`src/rtl/mem_access_unit.sv`:
```
// MEM-stage load/store unit: steers store lanes, extends load data and drives a
// word-addressed req/gnt/rvalid data bus, stalling the pipeline until the access completes.
module mem_access_unit #(
    parameter int TIMEOUT = 16
) (
    input  logic        CLK,
    input  logic        RST,
    input  logic        MemRead,
    input  logic        MemWrite,
    input  logic [3:0]  BE,
    input  logic [2:0]  funct3,
    input  logic [31:0] ADDR,
    input  logic [31:0] WDATA,
    output logic [31:0] RDATA,
    output logic        done,
    output logic        stall,
    output logic        misalign,
    output logic        bus_err,
    output logic        D_REQ,
    output logic        D_WE,
    output logic [31:0] D_ADDR,
    output logic [3:0]  D_BE,
    output logic [31:0] D_WDATA,
    input  logic        D_GNT,
    input  logic        D_RVALID,
    input  logic [31:0] D_RDATA
);

    typedef enum logic [1:0] {
        IDLE   = 2'd0,
        REQ    = 2'd1,
        WAIT_R = 2'd2,
        RESP   = 2'd3
    } state_t;

    localparam logic [7:0] CNT_LAST = 8'(TIMEOUT - 1);

    state_t      state_r;
    logic [7:0]  cnt_r;
    logic [2:0]  funct3_r;
    logic [1:0]  off_r;
    logic        acc_s;
    logic        illegal_s;
    logic        tmo_s;

    function automatic logic access_illegal(input logic [3:0] be, input logic [1:0] off);
        logic bad;
        case (be)
            4'b0001: bad = 1'b0;
            4'b0011: bad = off[0];
            4'b1111: bad = (off != 2'b00);
            default: bad = 1'b1;
        endcase
        return bad;
    endfunction

    function automatic logic [31:0] load_extract(input logic [31:0] word, input logic [1:0] off,
                                                 input logic [2:0] kind);
        logic [31:0] s;
        logic [31:0] r;
        s = word >> {off, 3'b000};
        case (kind)
            3'b000:  r = {{24{s[7]}}, s[7:0]};
            3'b001:  r = {{16{s[15]}}, s[15:0]};
            3'b010:  r = s;
            3'b100:  r = {24'd0, s[7:0]};
            3'b101:  r = {16'd0, s[15:0]};
            default: r = 32'd0;
        endcase
        return r;
    endfunction

    // Request decode and combinational pipeline controls
    always_comb begin
        acc_s     = MemRead | MemWrite;
        illegal_s = access_illegal(BE, ADDR[1:0]);
        tmo_s     = (cnt_r == CNT_LAST);
        if (state_r == IDLE) begin
            misalign = acc_s & illegal_s;
            stall    = acc_s & ~illegal_s;
        end else begin
            misalign = 1'b0;
            stall    = (state_r == REQ) || (state_r == WAIT_R);
        end
    end

    // Access FSM with registered bus and result outputs
    always_ff @(posedge CLK or posedge RST) begin
        if (RST) begin
            state_r  <= IDLE;
            cnt_r    <= 8'd0;
            funct3_r <= 3'd0;
            off_r    <= 2'd0;
            RDATA    <= 32'd0;
            done     <= 1'b0;
            bus_err  <= 1'b0;
            D_REQ    <= 1'b0;
            D_WE     <= 1'b0;
            D_ADDR   <= 32'd0;
            D_BE     <= 4'd0;
            D_WDATA  <= 32'd0;
        end else begin
            case (state_r)
                IDLE: begin
                    if (acc_s && !illegal_s) begin
                        D_ADDR   <= {ADDR[31:2], 2'b00};
                        D_BE     <= BE << ADDR[1:0];
                        D_WDATA  <= WDATA << {ADDR[1:0], 3'b000};
                        D_WE     <= MemWrite;
                        funct3_r <= funct3;
                        off_r    <= ADDR[1:0];
                        cnt_r    <= 8'd0;
                        D_REQ    <= 1'b1;
                        state_r  <= REQ;
                    end else begin
                        state_r  <= IDLE;
                    end
                end
                REQ: begin
                    cnt_r <= cnt_r + 8'd1;
                    if (D_GNT) begin
                        D_REQ   <= 1'b0;
                        done    <= D_WE;
                        state_r <= D_WE ? RESP : WAIT_R;
                    end else if (tmo_s) begin
                        D_REQ   <= 1'b0;
                        bus_err <= 1'b1;
                        RDATA   <= 32'd0;
                        done    <= 1'b1;
                        state_r <= RESP;
                    end else begin
                        state_r <= REQ;
                    end
                end
                WAIT_R: begin
                    cnt_r <= cnt_r + 8'd1;
                    if (D_RVALID) begin
                        RDATA   <= load_extract(D_RDATA, off_r, funct3_r);
                        done    <= 1'b1;
                        state_r <= RESP;
                    end else if (tmo_s) begin
                        bus_err <= 1'b1;
                        RDATA   <= 32'd0;
                        done    <= 1'b1;
                        state_r <= RESP;
                    end else begin
                        state_r <= WAIT_R;
                    end
                end
                RESP: begin
                    done    <= 1'b0;
                    bus_err <= 1'b0;
                    state_r <= IDLE;
                end
                default: begin
                    D_REQ   <= 1'b0;
                    done    <= 1'b0;
                    bus_err <= 1'b0;
                    state_r <= IDLE;
                end
            endcase
        end
    end

endmodule

```
`config.mk`:
```
export PLATFORM = sky130hd
export DESIGN_NAME = mem_access_unit
export DESIGN_NICKNAME = d
export VERILOG_FILES = /design/src/rtl/mem_access_unit.sv
export SDC_FILE = /design/constraint.sdc
export NUM_CORES = 1
export LEC_CHECK = 0
export CELL_PAD_IN_SITES_DETAIL_PLACEMENT = 2
export CELL_PAD_IN_SITES_GLOBAL_PLACEMENT = 2
export CORE_MARGIN = 4
export CORE_UTILIZATION = 28
export CTS_BUF_LIST = sky130_fd_sc_hd__clkbuf_4 sky130_fd_sc_hd__clkbuf_8 sky130_fd_sc_hd__clkbuf_16
export CTS_CLUSTER_SIZE = 24
export DETAILED_ROUTE_END_ITERATION = 7
export GPL_TIMING_DRIVEN = 0
export PLACE_DENSITY = 0.91
export SLEW_MARGIN = 20
export SYNTH_ARGS = -nofsm -noshare
export SYNTH_HDL_FRONTEND = slang
export SYNTH_SLANG_ARGS = --single-unit
```
`constraint.sdc`:
```
create_clock -name CLK -period 5.15 [get_ports CLK]
set_clock_uncertainty 0.2 [all_clocks]
set_input_delay 0.515 -clock CLK [delete_from_list [all_inputs] [get_ports CLK]]
set_output_delay 0.515 -clock CLK [all_outputs]
set_load 0.02 [all_outputs]
```
==> results of run 1 <==
## Yosys cell counts (2+ instances only)
library cell  instances
dfrtp_1             117
mux2_2               53
mux2i_1              37
nand2_1              28
a21oi_1              22
o21ai_0              21
clkbuf_1             19
nor2b_1              19
a22o_1               18
inv_1                15
nor2_1               15
o2bb2ai_1            15
buf_2                14
mux2_1               12
a211oi_1              9
o211ai_2              9
a32o_1                8
o211ai_1              8
o31ai_1               8
a211o_1               7
a221o_1               6
and3_1                6
nand3_1               6
ha_1                  5
buf_1                 4
nand2b_1              4
nor3_1                4
buf_4                 2
buf_6                 2
nand3b_1              2
nor4_1                2
o211a_1               2
o32a_1                2
## cell usage in the layout (no fill, tap or decap), drive strengths merged, types with 15 or more instances in the layout
cell type / n
clkdlybuf4s50: 211
dfrtp: 117
mux2: 65
mux2i: 37
clkbuf: 36
nand2: 28
buf: 23
a21oi: 22
o21ai: 21
inv: 20
nor2b: 19
a22o: 18
o211ai: 17
nor2: 15
o2bb2ai: 15
## worst reg2reg max path, cell delays in order, from the launching register on
cell      delay [ns]
dfrtp_1         0.42
inv_1           0.10
ha_1            0.35
o21ai_0         0.33
clkbuf_1        0.33
o31ai_2         0.68
a221o_1         0.28
## area by class of cell
cell class | count | area (sq um) | share of cell area (%)
inverter | 16 | 65.1 | 0.713
clock buffer | 17 | 425 | 4.66
tap | 275 | 344 | 3.77
multi-input combinational | 352 | 2850 | 31.3
clock inverter | 15 | 176 | 1.93
buffer | 41 | 194 | 2.13
timing repair buffer | 212 | 2140 | 23.5
sequential | 117 | 2930 | 32.1
## cell families (layout without fill, tap and decap cells)
kind of cell	Yosys count	after routing	share of synthesized area [%]
compound gates	145	145	18.8
fa+ha+maj	5	5	1.04
buf+inv	57	301	4.21
flops	117	117	48.6
mux	103	103	18.7
other cells	1	2	0.0622
simple gates	97	97	8.65
## metrics by stage
step | cells | power, uW
finish | 1045 | 4090
floorplan | 526 | 2100
global placement | 1012 | 2820
CTS | 1045 | 4150
global route | 1045 | 4310
detailed placement | 1013 | 2880
## worst paths after layout
kind | from | endpoint | slack, ns
worst max-delay path | ADDR[1] | stall | 1.41
worst min-delay path | D_WDATA[22]$_DFFE_PP0P_ | D_WDATA[22]$_DFFE_PP0P_ | 0.29
worst max register to register | state_r[0]$_DFF_PP0_ | cnt_r[4]$_DFFE_PP0P_ | 2.39
worst min register to register | D_WDATA[22]$_DFFE_PP0P_ | D_WDATA[22]$_DFFE_PP0P_ | 0.29
max in group asynchronous | RST | done$_DFFE_PP0N_ | 3.66
min in group asynchronous | RST | D_ADDR[26]$_DFFE_PP0P_ | 0.37
## where the power goes
group	switching [uW]	internal, uW	leakage (uW)	total (uW)
combinational	781	765	0.00208	1550
clock	474	764	0.000302	1240
sequential	149	1160	0.00150	1310
## routing by layer
metal | vias to the layer above | global-route usage (%) | share of wire [%]
li1 | 2434 | - | -
met1 | 2697 | 22.9 | 41
met2 | 161 | 33.2 | 50
met3 | 42 | 5.96 | 6.3
met4 | 2 | 6.60 | 2.5
met5 | - | 0 | 0.035
## registers in the layout, summed over array words and instances, names as in the netlist, named ones only
signal,cells
D_BE,4
cnt_r,8
D_WDATA,32
D_ADDR,30
funct3_r,3
RDATA,32
D_REQ,1
off_r,2
bus_err,1
done,1
D_WE,1
state_r,1
==> flow_metrics.tcl, run 1 <==
set metrics [dict create \
    status "completed" \
    io_pins 215 \
    hold_path.class "reg2reg" \
    vias_per_cell 5.11 \
    cp-end-kind "output pin" \
    grt_antenna_before_repair 1 \
    die_height_um 155 \
    finalHoldViolCount 0 \
    grt_pass1_vias 6106 \
    ctsHoldBuffers 0 \
    ys_ff_latch 117 \
    min_path_cells 1 \
    yosys.cell_types.count 57 \
    ys_seq_area_share_pct 48.6 \
    fp.dieW_um 155 \
    crit_type "in2out" \
    worst_ep_arrival_time_ns 3.03 \
    dieArea_sq_um 23900 \
    portBuffers 211 \
    relSlewSlack_pct 43.8 \
    rsz0062_at_grt "no" \
    reg2reg_depth 6 \
    ir_worst_vdd_v 0.000233 \
    cts_sinks 117 \
    syn_area_sq_um 6030 \
    drcViolationCount 0 \
    drtIter0Drc 190 \
    gp_congestion 0.802 \
    cap_violations 0 \
    postPlaceCellArea_sq_um 8520 \
    grt_max_degree 63 \
    cp-start-kind "input pin" \
    critPathTopFamily "buffers and inverters" \
    ys_warn_count 0 \
    period_share_pct 72.6 \
    finalMaxSlewViolations 0 \
    synth_flop_cell "dfrtp_1" \
    clk_path_buf_depth 2 \
    synth_top_cell_area_share_pct 48.6 \
    fmax_mhz 267 \
    final_util_pct 43.3 \
    fin_area_sq_um 9120 \
    fp-row-count 53 \
    post_cts_buffers 0 \
    dpl.hpwl_um 17500 \
    synth.area.top_cells "dfrtp_1, mux2_2, mux2i_1, a22o_1, mux2_1" \
    num-nets-final 871 \
    antenna_cells 0 \
    finalSetupTns_ns 0 \
    area_growth_pct 51.3 \
    routedWlPerCell_um 22.1 \
    syn_avg_cell_area_sq_um 11.5 \
    p_leak_uw 0.00388 \
    crit_required_ns 4.43 \
    worstSkewPairLatency_ns 0.42 \
    cts_buffers 17 \
    track_usage_pct 19.3 \
    start_util_pct 28.6 \
    worstMarginPinSlew_ns 0.843 \
    synth_edf_count 0 \
    cpMostUsedCell "clkdlybuf4s50_1" \
    fin_crit_ns 3.74 \
    place_ws_ns 1.40 \
    vias 5336 \
    crit_path_top_delay_cell "a32oi_1" \
    max_stage_delay_ns 0.73 \
    n_fill_cell 2176 \
    path_clk_slew_ns 0.07 \
    crit_buf_inv 3 \
    ant_nets 0 \
    crit_path_max_fanout 9 \
    grt_first_pass_wirelength_um 36000 \
    h-tree-depth 4 \
    hold_ws_ns 0.291 \
    powerDensity_nw_per_um2 449 \
    synth_top_area_cell "dfrtp_1" \
    path_depth 6 \
    timing.final.ws_setup_ns 1.41 \
    final_layout_size_suffix_gt1_share_pct 15.6 \
    setup_violations 0 \
    post_cts_resize_count 0 \
    drt-total-wl_um 23100 \
    cts_root_buf "clkbuf_16" \
    grt_overflow 0 \
    drt-pass1-iter-count 4 \
    postSynthCellCount 525 \
    crit_path_cell_trace "clkdlybuf4s50_1 > and3b_1 > o211a_1 > a32oi_1 > inv_1 > clkdlybuf4s50_1" \
    synthArstFlopShare_pct 100 \
    core_area_sq_um 21100 \
    cts_tree "yes" \
]
Power figures use the tool's default switching activity.
==> run 2: changes to the inputs <==
--- a/config.mk
+++ b/config.mk
@@ -8,12 +8,12 @@
 export CELL_PAD_IN_SITES_DETAIL_PLACEMENT = 2
 export CELL_PAD_IN_SITES_GLOBAL_PLACEMENT = 2
 export CORE_MARGIN = 4
-export CORE_UTILIZATION = 28
+export CORE_UTILIZATION = 25
 export CTS_BUF_LIST = sky130_fd_sc_hd__clkbuf_4 sky130_fd_sc_hd__clkbuf_8 sky130_fd_sc_hd__clkbuf_16
 export CTS_CLUSTER_SIZE = 24
 export DETAILED_ROUTE_END_ITERATION = 7
 export GPL_TIMING_DRIVEN = 0
-export PLACE_DENSITY = 0.91
+export PLACE_DENSITY = 0.86
 export SLEW_MARGIN = 20
 export SYNTH_ARGS = -nofsm -noshare
 export SYNTH_HDL_FRONTEND = slang
==> constraint.sdc (replaced) <==
create_clock -name CLK -period 3.2 [get_ports CLK]
set_clock_uncertainty 0.2 [all_clocks]
set_input_delay 0.32 -clock CLK [delete_from_list [all_inputs] [get_ports CLK]]
set_output_delay 0.32 -clock CLK [all_outputs]
set_load 0.02 [all_outputs]
==> flow_metrics.tcl, run 2 (synthesized netlist as in run 1, its figures left out) <==
set metrics [dict create \
    ir_worst_vdd_v 0.000352 \
    ant_nets 0 \
    final_layout_size_suffix_gt1_share_pct 16.4 \
    crit_path_max_fanout 10 \
    p_clk_share_pct 29.9 \
    worst_ep_arrival_time_ns 2.54 \
    relSlewSlack_pct 48.3 \
    io_pins 215 \
    crit_path_top_delay_cell "clkdlybuf4s50_1" \
    power_frac_comb_pct 38.0 \
    seq_area_sq_um 2930 \
    fin_crit_ns 3.06 \
    crit_path_cell_trace "inv_1 > ha_2 > o21ai_1 > clkbuf_2 > a21oi_1 > clkdlybuf4s50_1" \
    p_switching_uw 2230 \
    fin_area_sq_um 9270 \
    path_clk_slew_ns 0.06 \
    period_share_pct 95.7 \
    clk_path_buf_depth 2 \
    status "completed" \
    setup_violations 0 \
    area_growth_pct 53.7 \
    p_leak_uw 0.00389 \
    cts_sinks 117 \
    multi_input_area_sq_um 2880 \
    grt_pass1_vias 6187 \
    hold_path.class "in2async" \
    postPlaceCellArea_sq_um 8640 \
    vias 5359 \
    grt_antenna_before_repair 2 \
    ff2ff_setup_slack_ns 0.64 \
    cts_tree "yes" \
    hold_ws_ns 0.0938 \
    drt-pass1-iter-count 4 \
    portBuffers 211 \
    start_util_pct 25.5 \
    cts_buffers 17 \
    crit_type "reg2out" \
    worstMarginPinSlew_ns 0.771 \
    finalHoldViolCount 0 \
    grt_first_pass_wirelength_um 36700 \
    final_cell_mix "clkdlybuf4s50_1, dfrtp_1, mux2_2" \
    crit_required_ns 2.68 \
    fp.dieW_um 163 \
    grt_max_degree 33 \
    cp-start-kind "register" \
    crit_buf_inv 3 \
    worstSkewPairLatency_ns 0.41 \
    fp-row-count 56 \
    antenna_cells 0 \
    post_cts_buffers 0 \
    vias_per_cell 4.91 \
    drcViolationCount 0 \
    cap_violations 0 \
    critPathTopFamily "buffers and inverters" \
    core_area_sq_um 23600 \
    finalSetupTns_ns 0 \
    fmax_mhz 326 \
    dieArea_sq_um 26700 \
    cp-end-kind "output pin" \
    die_height_um 163 \
    dpl.hpwl_um 18400 \
    post_cts_resize_count 3 \
    n_fill_cell 2469 \
    top_regs "D_WDATA (32), RDATA (32), D_ADDR (30)" \
    powerDensity_nw_per_um2 712 \
    pwr-share-seq_pct 32.1 \
    finalMaxSlewViolations 0 \
    routedWlPerCell_um 21.6 \
    max_stage_delay_ns 0.64 \
    h-tree-depth 4 \
    grt_overflow 0 \
    track_usage_pct 17.7 \
    gp_congestion 0.850 \
    drt-total-wl_um 23600 \
    ctsHoldBuffers 0 \
    cts_root_buf "clkbuf_16" \
    num-nets-final 874 \
    mostFrequentLayoutCell "clkdlybuf4s50_1" \
    drtIter0Drc 194 \
    switching_share_pct 33.8 \
    p_int_uw 4370 \
    rsz0062_at_grt "no" \
]
==> run 2: path summary, 6_finish.rpt <==
path | start | end | cells after the start
hold reg to reg | D_WDATA[28]$_DFFE_PP0P_ | D_WDATA[28]$_DFFE_PP0P_ | 1
setup / recovery | state_r[0]$_DFF_PP0_ | misalign | 6
hold / removal | RST | D_ADDR[11]$_DFFE_PP0P_ | 2
min in group CLK | D_WDATA[28]$_DFFE_PP0P_ | D_WDATA[28]$_DFFE_PP0P_ | 1
max in group asynchronous | RST | D_WDATA[9]$_DFFE_PP0P_ | 4
setup reg to reg | state_r[0]$_DFF_PP0_ | D_ADDR[5]$_DFFE_PP0P_ | 6
==> run 2: metal layers <==
layer / track usage [%] / up-vias / part of all wire (%)
met4: 6.37 / 4 / 2.9
li1: - / 2433 / -
met3: 4.74 / 41 / 5.6
met2: 30.8 / 153 / 51
met1: 21.1 / 2728 / 40
met5: 0 / - / 0.11
==> run 2: power groups by stage <==
stage	registers (uW)	logic, uW	clock network (uW)
2_1_floorplan	2540	843	0
3_3_place_gp	2110	2440	0
3_5_place_dp	2140	2520	0
4_1_cts	2120	2550	2030
5_1_grt	2170	2680	2110
6_report	2120	2510	1980
==> run 2: stage by stage <==
stage | setup slack [ns] | power (uW) | cells | util (%)
after floorplan | 1.11 | 3380 | 526 | -
after global placement | -0.134 | 4550 | 1056 | 36.2
after detailed placement | -0.197 | 4660 | 1060 | 36.6
after CTS | 0.0244 | 6700 | 1092 | 39.2
after global routing | 0.0186 | 6960 | 1092 | 39.3
final | 0.137 | 6600 | 1092 | 39.3
==> run 2: area by class of cell <==
type | instances | area share (%)
clock inverter | 12 | 1.67
sequential | 117 | 31.6
inverter | 16 | 0.688
clock buffer | 20 | 4.90
multi-input combinational | 352 | 31.0
buffer | 41 | 2.11
timing repair buffer | 215 | 23.7
tap | 319 | 4.31
==> variant 1, RTL diff (settings of run 2) <==
Compare `cnt_r` against `CNT_LAST` with >= in place of ==.
--- a/src/rtl/mem_access_unit.sv
+++ b/src/rtl/mem_access_unit.sv
@@ -74,7 +74,7 @@
     always_comb begin
         acc_s     = MemRead | MemWrite;
         illegal_s = access_illegal(BE, ADDR[1:0]);
-        tmo_s     = (cnt_r == CNT_LAST);
+        tmo_s     = (cnt_r >= CNT_LAST);
         if (state_r == IDLE) begin
             misalign = acc_s & illegal_s;
             stall    = acc_s & ~illegal_s;
Behaviour: no difference found for any inputs over 4 cycles, from zero or initial values and one cycle with RST high; that may be too few to reach the edited logic, so the function may still have changed.
==> variant 1 against run 2 <==
Combinational power up 5%. Non-clock buffer count fell by 7. Sequential cell count unchanged. Die area shrank 2.2%. Setup slack improved by 0.030 ns. Total power up 4.0%. Final cell count shrank 1.6%. Final area shrank 1.9%. Wire length rose by 1.8%. Sequential power is 5% higher. Hold slack got worse by 0.054 ns. Area after synthesis fell by 2.3%. Highest routed layer unchanged.
==> variant 1: results (changes against run 2) <==
- Initial drt markers: 173 (-11%)
- Via Count: 5,283 (-1.4%)
- Largest net degree at the start of global routing: 31 (-6.1%)
- First-pass GRT wire length: 37,050 um (+1.1%)
- Static leakage: 3.768 nW (-3.2%)
- Grt met3 use: 0.05078 (+0.003339)
- Synth top area cells: dfrtp_1, mux2_2, mux2i_1, a221o_1, o21ai_0
- DPL Wire Length: 18,270 um (-0.79%)
- Worst R2R End: D_ADDR[21]$_DFFE_PP0P_
- Power Internal: 4.432 mW (+1.5%)
- Vias in the first global route: 6,038 (-2.4%)
- Worst-margin pin slew: 0.7149 ns (-0.05635 ns)
- Final #Nets: 863 (-1.3%)
- Max rail drop VDD: 0.3535 mV (+0.57%)
- Metal3 WL: 1330 um (+0.61%)
- Crit Path Max Fanout: 9 (-1)
- Post-synth top cells: dfrtp_1, mux2_2, o21ai_0
- Synth Area in Adders: 0.01062 (+0.0002469)
- GP Congestion: 0.8070 (-5.0%)
- Critical path arrival: 2.51 ns (-0.03 ns)
- GR Layer Usage met2: 0.3185 (+0.01095)
- GRT met1 Usage: 0.2135 (+0.002245)
- Antenna violations before repair: 1 (-1)
- Post-synthesis compound-gate area fraction: 0.1549 (-0.03334)
- Routed length per placed instance: 22.35 um (+3.5%)
- Combinational share of power: 0.385 (+0.005)
- Run status: finished, final reports clean
- Worst R2R Path Depth: 9 (+3)
- Area after DPL: 8481 um2 (-1.8%)
- Share of cells above drive strength 1: 0.1827 (+0.01836)
[variant 1: cell count changes after synthesis, moves of 8 or more]
cell / run 2 / this run
o21ai_0: 21 / 44
a221o_1: 6 / 26
mux2_2: 53 / 73
o2bb2ai_1: 15 / 0
nand2_1: 28 / 42
mux2_1: 12 / 0
a22o_1: 18 / 8
a21oi_1: 22 / 13
o211ai_2: 9 / 0
clkbuf_1: 19 / 11
o31ai_1: 8 / 0
[variant 1: timing repair]
action                     CTS  global route
hold buffers                 0             0
setup endpoints to repair    1             0
gates resized for setup      2             0
[variant 1: worst max path at each step]
stage | from | to | slack (ns) | depth (start not counted)
after floorplan | state_r[0]$_DFF_PP0_ | D_ADDR[10]$_DFFE_PP0P_ | 1.08 | 9
after global placement | RST | D_ADDR[2]$_DFFE_PP0P_ | -0.09 | 2
after detailed placement | ADDR[1] | stall | 0.02 | 6
after CTS | state_r[0]$_DFF_PP0_ | stall | 0.12 | 8
after global routing | state_r[0]$_DFF_PP0_ | stall | 0.06 | 8
final | state_r[0]$_DFF_PP0_ | stall | 0.17 | 8
[variant 1: area by class of cell]
cell class,count,share of cell area
sequential,117,0.3220
multi-input combinational,354,0.3024
timing repair buffer,215,0.2410
clock buffer,17,0.04679
tap,313,0.04308
buffer,34,0.02051
clock inverter,14,0.01968
inverter,10,0.004542
[variant 1: per-stage QoR]
step	TNS, ns	cells
after floorplan	0	515
after global placement	-8.971	1039
after detailed placement	0	1043
after CTS	0	1074
after global routing	0	1074
final	0	1074
[variant 1: kinds of logic after synthesis]
| group | Yosys count |
|---|---|
| AND/OR/NAND/NOR | 109 |
| other | 1 |
| flip-flops | 117 |
| multiplexers | 112 |
| adder cells (fa/ha/maj) | 5 |
| buffers and inverters | 44 |
| AO/OA/AOI/OAI | 126 |
==> variant 2, RTL diff (flow settings as in run 2) <==
Made on the original files. The parameter `TIMEOUT` goes from 16 to 8.
--- a/src/rtl/mem_access_unit.sv
+++ b/src/rtl/mem_access_unit.sv
@@ -1,7 +1,7 @@
 // MEM-stage load/store unit: steers store lanes, extends load data and drives a
 // word-addressed req/gnt/rvalid data bus, stalling the pipeline until the access completes.
 module mem_access_unit #(
-    parameter int TIMEOUT = 16
+    parameter int TIMEOUT = 8
 ) (
     input  logic        CLK,
     input  logic        RST,
Function: same outputs for any inputs over 4 cycles, from zero or initial values and one cycle with RST high; that may be too few to reach the edited logic, so the function may still have changed.
==> variant 2 against run 2 <==
Via count grew 0.88%. Setup slack better by 0.096 ns. Total power increased by 7.0%. Die area rose by 2.0%. Highest routed layer is now met4. Fmax grew 3.2%. Synthesized cell count up 0.95%. Non-clock buffer count increased by 3. Final area rose by 2.0%. Sequential cell count stayed put. Final cell count rose by 0.92%. Sequential power up 3%. Wire length is 3.9% higher. Area after synthesis up 2.1%.
==> variant 2: results (changes against run 2) <==
- Run status: finished, final reports clean
- Vias/cell: 4.906 (about the same)
- Static leakage: 3.884 nW (-0.18%)
- DPL Wire Length: 18,630 um (+1.2%)
- Fillers: 2,579 (+4.5%)
- Critical path arrival: 2.45 ns (-0.09 ns)
- First-pass GRT wire length: 37,780 um (+3.1%)
- Crit Path Max Fanout: 10 (unchanged)
- Post-synth ARST share: 1.000 (unchanged)
- Share of cells above drive strength 1: 0.1351 (-0.02916)
- Crit path largest cell delay: 0.42 ns (-0.22 ns)
- Initial drt markers: 190 (-2.1%)
- Final #Nets: 879 (+0.57%)
- Largest net degree at the start of global routing: 32 (-3.0%)
- Worst-margin pin slew: 0.8011 ns (+0.02978 ns)
- GP Congestion: 0.8168 (-3.9%)
- Total CTS buffers: 17 (unchanged)
- Vias in the first global route: 6,289 (+1.6%)
- Synth top area cells: dfrtp_1, mux2_1, mux2i_1, mux2_2, o2bb2ai_1
- CP max-delay cell: dfrtp_1
- Final std cells w/o fill: 1,102 (+0.92%)
- Antenna violations before repair: 1 (-1)
- Cell family contributing the most delay on the critical path: buffers and inverters
- Routed length per placed instance: 22.23 um (+3.0%)
- Dpl ws: -0.2354 ns (-0.03858 ns)
- Gr usage total: 0.1816 (+0.004381)
- IO buf count: 212 (+0.47%)
- Clock slew at reported path FFs: 0.06 ns (about the same)
- Max rail drop VDD: 0.3076 mV (-13%)
- Post-synthesis sequential area ratio: 0.4754 (-0.01016)
- Latest clock arrival within the worst-skew pair: 0.41 ns (about the same)
- Yosys cell types: 58 (+1.8%)
- Clk root buf: clkbuf_16
- Post-synth top cells: dfrtp_1, mux2_1, mux2i_1
- Post-synthesis compound-gate area fraction: 0.1967 (+0.008455)
- Mux cell area share after synthesis: 0.1863 (-0.0002468)
- Post-Syn Area per Cell: 11.62 um2 (+1.2%)
- Synth Area in Adders: 0.01016 (-0.0002171)
- Placed Cells: 1,071 (+1.0%)
==> variant 2: cell types whose count changed after synthesis, moves of 5 or more <==
cell	before	now
o211ai_2	9	0
o2bb2ai_1	15	23
buf_6	2	7
a221o_1	6	0
o22ai_1	0	8
a2bb2oi_1	0	8
a22o_1	18	9
mux2_2	53	28
inv_1	15	9
mux2_1	12	37
and3_1	6	1
==> variant 2: final cells by class <==
cell class | instances | area (um2) | share of cell area
antenna | 1 | 2.502 | 0.0002646
timing repair buffer | 216 | 2200 | 0.2326
clock buffer | 22 | 481.7 | 0.05094
multi-input combinational | 360 | 2954 | 0.3124
tap | 324 | 405.4 | 0.04287
clock inverter | 9 | 197.7 | 0.02091
buffer | 43 | 246.5 | 0.02607
sequential | 117 | 2928 | 0.3096
inverter | 10 | 41.29 | 0.004366
==> variant 2: path summary, 6_finish.rpt <==
kind                                            to  cells after the start                   start  slack (ns)
max                                          stall                      8    state_r[0]$_DFF_PP0_        0.23
min                        D_WDATA[25]$_DFFE_PP0P_                      2                     RST        0.04
max reg2reg                  D_ADDR[2]$_DFFE_PP0P_                      7    state_r[0]$_DFF_PP0_        0.73
min reg2reg                 D_ADDR[11]$_DFFE_PP0P_                      1  D_ADDR[11]$_DFFE_PP0P_        0.29
max in group asynchronous     cnt_r[4]$_DFFE_PP0P_                      4                     RST        2.05
min in group CLK            D_ADDR[11]$_DFFE_PP0P_                      1  D_ADDR[11]$_DFFE_PP0P_        0.29
==> variant 2: power breakdown <==
group,switching (mW),internal (mW)
combinational,1.34,1.29
sequential,0.290,1.89
clock,0.718,1.53
==> variant 2: cell families after synthesis <==
group | after synthesis
other | 1
and+or+nand+nor | 95
buffers and inverters | 54
muxes | 104
adders and majority gates | 5
DFF | 117
AOI/OAI and AO/OA | 154
==> variant 2: through the flow <==
| stage | instance area [um2] | utilization |
|---|---|---|
| final | 9457 | 0.3900 |
| after global routing | 9457 | 0.3900 |
| after CTS | 9455 | 0.3899 |
| after detailed placement | 8773 | 0.3618 |
| after global placement | 8693 | 0.3585 |
| after floorplan | 6166 | - |
==> variant 2: per-layer routing <==
| layer | vias up | wire length (um) | global-route usage | share of wire |
|---|---|---|---|---|
| li1 | 2470 | - | - | - |
| met1 | 2755 | 10140 | 0.2186 | 0.41 |
| met2 | 139 | 12410 | 0.3105 | 0.51 |
| met3 | 42 | 1152 | 0.04367 | 0.047 |
| met4 | 0 | 792 | 0.07561 | 0.032 |
| met5 | - | 0 | 0 | 0 |
==> variant 2: repair_timing <==
action                                  in CTS  in global routing
gates resized for setup                      4                  4
setup buffers                                0                  0
endpoints found under the setup margin       2                  2
